--- config.mk ---
export PLATFORM = sky130hd
export DESIGN_NAME = mem_arbiter
export DESIGN_NICKNAME = d
export VERILOG_FILES = /design/src/rtl/mem_arbiter_pkg.sv /design/src/rtl/mem_arbiter_fetch_buf.sv /design/src/rtl/mem_arbiter.sv
export SDC_FILE = /design/constraint.sdc
export NUM_CORES = 1
export LEC_CHECK = 0
export BUFFER_PORTS_ARGS = -buffer_cell sky130_fd_sc_hd__buf_2
export CELL_PAD_IN_SITES_DETAIL_PLACEMENT = 0
export CELL_PAD_IN_SITES_GLOBAL_PLACEMENT = 1
export CORE_MARGIN = 2
export CORE_UTILIZATION = 30
export CTS_BUF_LIST = sky130_fd_sc_hd__clkbuf_2
export DETAILED_ROUTE_END_ITERATION = 8
export GPL_ROUTABILITY_DRIVEN = 0
export GPL_TIMING_DRIVEN = 0
export PLACE_DENSITY_LB_ADDON = 0.12
export SYNTH_ARGS = -nofsm -noshare
export SYNTH_HDL_FRONTEND = slang
export SYNTH_SLANG_ARGS = --single-unit
--- constraint.sdc ---
create_clock -name clk_i -period 5.35 [get_ports clk_i]
set_input_delay 0.8025 -clock clk_i [delete_from_list [all_inputs] [get_ports clk_i]]
set_output_delay 0.8025 -clock clk_i [all_outputs]
set_load 0.01 [all_outputs]
--- src/rtl/mem_arbiter_pkg.sv ---
// Shared FSM/grant encodings and default widths for mem_arbiter.
package mem_arbiter_pkg;

  typedef enum logic [1:0] {IDLE, BUSY_I, BUSY_D} state_t;
  typedef enum logic       {GNT_I, GNT_D}         gnt_t;

  localparam int unsigned ADDR_W_DEF = 32;
  localparam int unsigned DATA_W_DEF = 32;

endpackage

--- src/rtl/mem_arbiter_fetch_buf.sv ---
// One-entry fetch buffer (valid/tag/data), used by mem_arbiter when
// MEM_ARBITER_FETCH_BUF_EN is defined.
module fetch_buf
  import mem_arbiter_pkg::*;
#(
  parameter int unsigned ADDR_W = ADDR_W_DEF,
  parameter int unsigned DATA_W = DATA_W_DEF
) (
  input  logic              clk_i,
  input  logic              rst_i,
  input  logic              fill,
  input  logic [ADDR_W-1:0] fill_addr,
  input  logic [DATA_W-1:0] fill_data,
  input  logic              inv,
  input  logic [ADDR_W-1:0] inv_addr,
  input  logic [ADDR_W-1:0] lookup_addr,
  output logic              hit,
  output logic [DATA_W-1:0] hit_data
);

  logic              valid_q;
  logic [ADDR_W-1:0] tag_q;
  logic [DATA_W-1:0] data_q;

  always_ff @(posedge clk_i or posedge rst_i) begin
    if (rst_i) begin
      valid_q <= 1'b0;
      tag_q   <= '0;
      data_q  <= '0;
    end else if (fill) begin
      valid_q <= 1'b1;
      tag_q   <= fill_addr;
      data_q  <= fill_data;
    end else if (inv && (inv_addr == tag_q)) begin
      valid_q <= 1'b0;
    end
  end

  assign hit      = valid_q && (tag_q == lookup_addr);
  assign hit_data = data_q;

endmodule

--- src/rtl/mem_arbiter.sv ---
// Fair two-requester (fetch/data) arbiter onto one req/ack memory port.
// Optional one-entry fetch buffer enabled by MEM_ARBITER_FETCH_BUF_EN.
module mem_arbiter
  import mem_arbiter_pkg::*;
#(
  parameter int unsigned ADDR_W = ADDR_W_DEF,
  parameter int unsigned DATA_W = DATA_W_DEF
) (
  input  logic              clk_i,
  input  logic              rst_i,
  input  logic              if_req_i,
  input  logic [ADDR_W-1:0] if_addr_i,
  output logic [DATA_W-1:0] if_data_o,
  output logic              if_ack_o,
  input  logic              d_req_i,
  input  logic              d_we_i,
  input  logic [ADDR_W-1:0] d_addr_i,
  input  logic [DATA_W-1:0] d_wdata_i,
  output logic [DATA_W-1:0] d_rdata_o,
  output logic              d_ack_o,
  output logic              mem_req_o,
  output logic              mem_we_o,
  output logic [ADDR_W-1:0] mem_addr_o,
  output logic [DATA_W-1:0] mem_wdata_o,
  input  logic [DATA_W-1:0] mem_rdata_i,
  input  logic              mem_ack_i,
  output logic              stall_o
);

  state_t            state_q;
  gnt_t              last_q;
  logic              mem_req_q;
  logic              mem_we_q;
  logic [ADDR_W-1:0] mem_addr_q;
  logic [DATA_W-1:0] mem_wdata_q;

  logic              grant_d;
  gnt_t              pick_d;
  logic              buf_hit;
  logic [DATA_W-1:0] buf_data;
  logic              hit_ack;
  logic              ack_i_mem;
  logic              ack_d_mem;

  assign ack_i_mem = (state_q == BUSY_I) && mem_ack_i;
  assign ack_d_mem = (state_q == BUSY_D) && mem_ack_i;
  assign hit_ack   = (state_q == IDLE) && if_req_i && !d_req_i && buf_hit;

  // A pending data request always beats a buffer hit, even on a tie.
  always_comb begin
    grant_d = 1'b0;
    pick_d  = GNT_I;
    if (state_q == IDLE) begin
      if (d_req_i && if_req_i) begin
        grant_d = 1'b1;
        pick_d  = (buf_hit || (last_q == GNT_I)) ? GNT_D : GNT_I;
      end else if (d_req_i) begin
        grant_d = 1'b1;
        pick_d  = GNT_D;
      end else if (if_req_i && !buf_hit) begin
        grant_d = 1'b1;
        pick_d  = GNT_I;
      end
    end
  end

  always_ff @(posedge clk_i or posedge rst_i) begin
    if (rst_i) begin
      state_q     <= IDLE;
      last_q      <= GNT_I;
      mem_req_q   <= 1'b0;
      mem_we_q    <= 1'b0;
      mem_addr_q  <= '0;
      mem_wdata_q <= '0;
    end else begin
      case (state_q)
        IDLE: begin
          if (grant_d) begin
            mem_req_q <= 1'b1;
            last_q    <= pick_d;
            if (pick_d == GNT_D) begin
              state_q     <= BUSY_D;
              mem_we_q    <= d_we_i;
              mem_addr_q  <= d_addr_i;
              mem_wdata_q <= d_wdata_i;
            end else begin
              state_q     <= BUSY_I;
              mem_we_q    <= 1'b0;
              mem_addr_q  <= if_addr_i;
              mem_wdata_q <= '0;
            end
          end
        end
        BUSY_I, BUSY_D: begin
          if (mem_ack_i) begin
            mem_req_q <= 1'b0;
            state_q   <= IDLE;
          end
        end
        default: state_q <= IDLE;
      endcase
    end
  end

`ifdef MEM_ARBITER_FETCH_BUF_EN
  fetch_buf #(
    .ADDR_W(ADDR_W),
    .DATA_W(DATA_W)
  ) u_fetch_buf (
    .clk_i      (clk_i),
    .rst_i      (rst_i),
    .fill       (ack_i_mem),
    .fill_addr  (mem_addr_q),
    .fill_data  (mem_rdata_i),
    .inv        (grant_d && (pick_d == GNT_D) && d_we_i),
    .inv_addr   (d_addr_i),
    .lookup_addr(if_addr_i),
    .hit        (buf_hit),
    .hit_data   (buf_data)
  );
`else
  assign buf_hit  = 1'b0;
  assign buf_data = '0;
`endif

  assign if_ack_o    = ack_i_mem || hit_ack;
  assign if_data_o   = ack_i_mem ? mem_rdata_i : (hit_ack ? buf_data : '0);
  assign d_ack_o     = ack_d_mem;
  assign d_rdata_o   = ack_d_mem ? mem_rdata_i : '0;
  assign mem_req_o   = mem_req_q;
  assign mem_we_o    = mem_we_q;
  assign mem_addr_o  = mem_addr_q;
  assign mem_wdata_o = mem_wdata_q;
  assign stall_o     = (if_req_i && !if_ack_o) || (d_req_i && !d_ack_o);

endmodule
==> qor.yml <==
cp_data_required_time_ns: 4.55
ys_seq_area_share_pct: 51.3
setup_ws_ns: 2.63
drt-pass1-iter-count: 4
max_cap_viol_count: 0
status: "complete, no violations"
start_util_pct: 30.9
hold_violations: 0
holdBufCountCts: 0
internal_power_mw: 1.39
critPathArrivalTime_ns: 1.91
htree_levels: 3
final_common_cell: "buf_2"
grt_max_degree: 70
antenna_found_initial: 0
p_total_mw: 2.50
p_sw_share_pct: 44.4
syn2layout_area_growth_pct: 47.2
cts.sinks: 69
critPathBufInv: 4
crit_slowest_cell: "clkbuf_1"
grt-ovfl-total: 0
ys_seq_elements: 69
crit_fanout: 10
nFillCells: 1150
path_delay_family: "buffers and inverters"
crit_type: "in2out"
slowest_delay_ns: 0.33
ys_types: 24
fp-row-count: 38
synth_top_family_by_area: "compound AO/OA/AOI/OAI gates"
combPwrFrac_pct: 54.1
r2r_cells: 8
via_per_inst: 4.88
tightest_slew_ns: 0.839
post_layout_nonfiller_instances: 777
track_usage_pct: 19.0
grt_pass1_wl_um: 17900
clockBufferDepth: 2
power_density_mw_per_mm2: 504
die-area_mm2: 0.0121
routedWlPerCell_um: 15.4
syn-num-nets: 493
final_antenna_net_count: 0
num_io_pins: 267
clk_pin_slew_ns: 0.21
dp.cells: 762
cts_setup_buffers: 0
min_path_type: "in2async"
skew_ns: 0.0275
first_global_vias: 3591
clockRootBuffer: "clkbuf_2"
crit_chain: "buf_2, clkbuf_1, clkbuf_1, and3_1, buf_2"
drive_above_1_share_pct: 46.3
setup_viol: 0
ir_drop_uv: 192
fin_crit_ns: 2.72
drc_errors: 0
synth_compound_area_share_pct: 25.1
synth_xor_area_share_pct: 0
synthAdderAreaFrac_pct: 1.11
synth_simple_gate_area_share_pct: 16.8
postSynthCellCount: 356
coreArea_mm2: 0.0109
max_freq_mhz: 368
fin_hold_ws_ns: 0.469
numCtsBuffers: 9
layout_common_cells: "buf_2 (272), dfrtp_1 (69), and3_1 (64)"
synthMuxAreaShare_pct: 0
fp.dieH_um: 110
drt-initial-drc-count: 189
dp_hpwl_um: 9200
synth.cell_area_mm2: 0.00337
final_max_slew_viol_count: 0
insertion_delay_ns: 0.47
regArea_mm2: 0.00173
rsz0062_at_grt: "false"
dp_slack_ns: 2.64
wirelength_um: 12000
leakage_nw: 2.98
relSlewSlack_pct: 44.1
multi_input_area_mm2: 0.00145
syn_area_per_cell_um2: 9.46
ys.warnings.count: 0
die_x_um: 110
portBuffers: 266
path_depth: 5
seqPwrFrac_pct: 36.3
critPathCaptureType: "output port"
diodes: 0
fin_crit_sh_pct: 50.8
p_switching_mw: 1.11
vias: 3793
tns_ns: 0
nets: 770
cts_tree: "done"
power.share.clock_pct: 9.7
critPathLaunchType: "input port"
cts_resized: 0
-- layer usage --
layer | vias to the layer above | wire length [um] | global-route usage (%)
met5 | - | 0 | 0
met4 | 0 | 272 | 6.96
met3 | 21 | 927 | 4.45
met2 | 158 | 5640 | 30.5
met1 | 1776 | 5140 | 24.9
li1 | 1838 | - | -
-- synth_stat cells --
library cell,number,area [um2]
o2bb2ai_1,1,8.76
and3_1,64,400
nor2_1,1,3.75
o21ai_1,22,110
or3b_2,1,8.76
a21boi_2,1,11.3
dfrtp_1,69,1730
a22o_1,33,289
nand2_1,34,128
a21oi_1,32,160
nand2b_1,1,6.26
ha_1,3,37.5
and2_1,3,18.8
buf_6,3,33.8
a32o_1,2,20.0
o21a_1,1,7.51
inv_1,5,18.8
a21o_1,1,7.51
o21ai_0,43,215
clkbuf_1,27,101
o22ai_1,1,6.26
buf_2,6,30.0
buf_4,1,7.51
a21bo_2,1,10.0
-- layout make-up --
type	count	area share, %
clock inverters	5	0.581
clock buffers	10	1.01
well taps	140	3.54
plain buffers	37	3.48
repair buffers	266	26.9
multi-input cells	245	29.2
inverters	5	0.429
flip-flops and latches	69	34.8
-- path summary, 6_finish.rpt --
kind,startpoint,end,slack [ns]
setup / recovery,mem_ack_i,d_rdata_o[29],2.63
hold / removal,rst_i,mem_addr_o[22]$_DFFE_PP0P_,0.47
setup reg to reg,state_q[0]$_DFFE_PP0P_,mem_addr_o[7]$_DFFE_PP0P_,3.36
hold reg to reg,mem_addr_o[27]$_DFFE_PP0P_,mem_addr_o[27]$_DFFE_PP0P_,0.50
max in group asynchronous,rst_i,mem_wdata_o[14]$_DFFE_PP0P_,4.32
min in group clk_i,mem_addr_o[27]$_DFFE_PP0P_,mem_addr_o[27]$_DFFE_PP0P_,0.50
-- flip-flops by register name (all words and copies together) (netlist names) --
signal,flops
state_q,2
last_q,1
mem_wdata_o,32
mem_we_o,1
mem_req_o,1
mem_addr_o,32
-- power by group through the flow --
stage / Combinational (mW) / Sequential (mW) / Clock, mW
2_1_floorplan: 0.672 / 1.03 / 0
6_report: 1.35 / 0.906 / 0.241
3_3_place_gp: 1.36 / 0.913 / 0
4_1_cts: 1.37 / 0.906 / 0.254
3_5_place_dp: 1.37 / 0.917 / 0
5_1_grt: 1.51 / 0.942 / 0.281
-- logic make-up after synthesis --
group | Yosys count
buffers and inverters | 42
AOI/OAI and AO/OA | 138
DFF | 69
and+or+nand+nor | 104
adders and majority gates | 3
-- through the flow --
stage	instance area, um2	utilization [%]
after global routing	4950	45.5
after floorplan	3370	-
after global placement	4870	44.8
after detailed placement	4880	44.8
final	4950	45.5
after CTS	4950	45.5
No activity file was read; power rests on OpenSTA's default activity.
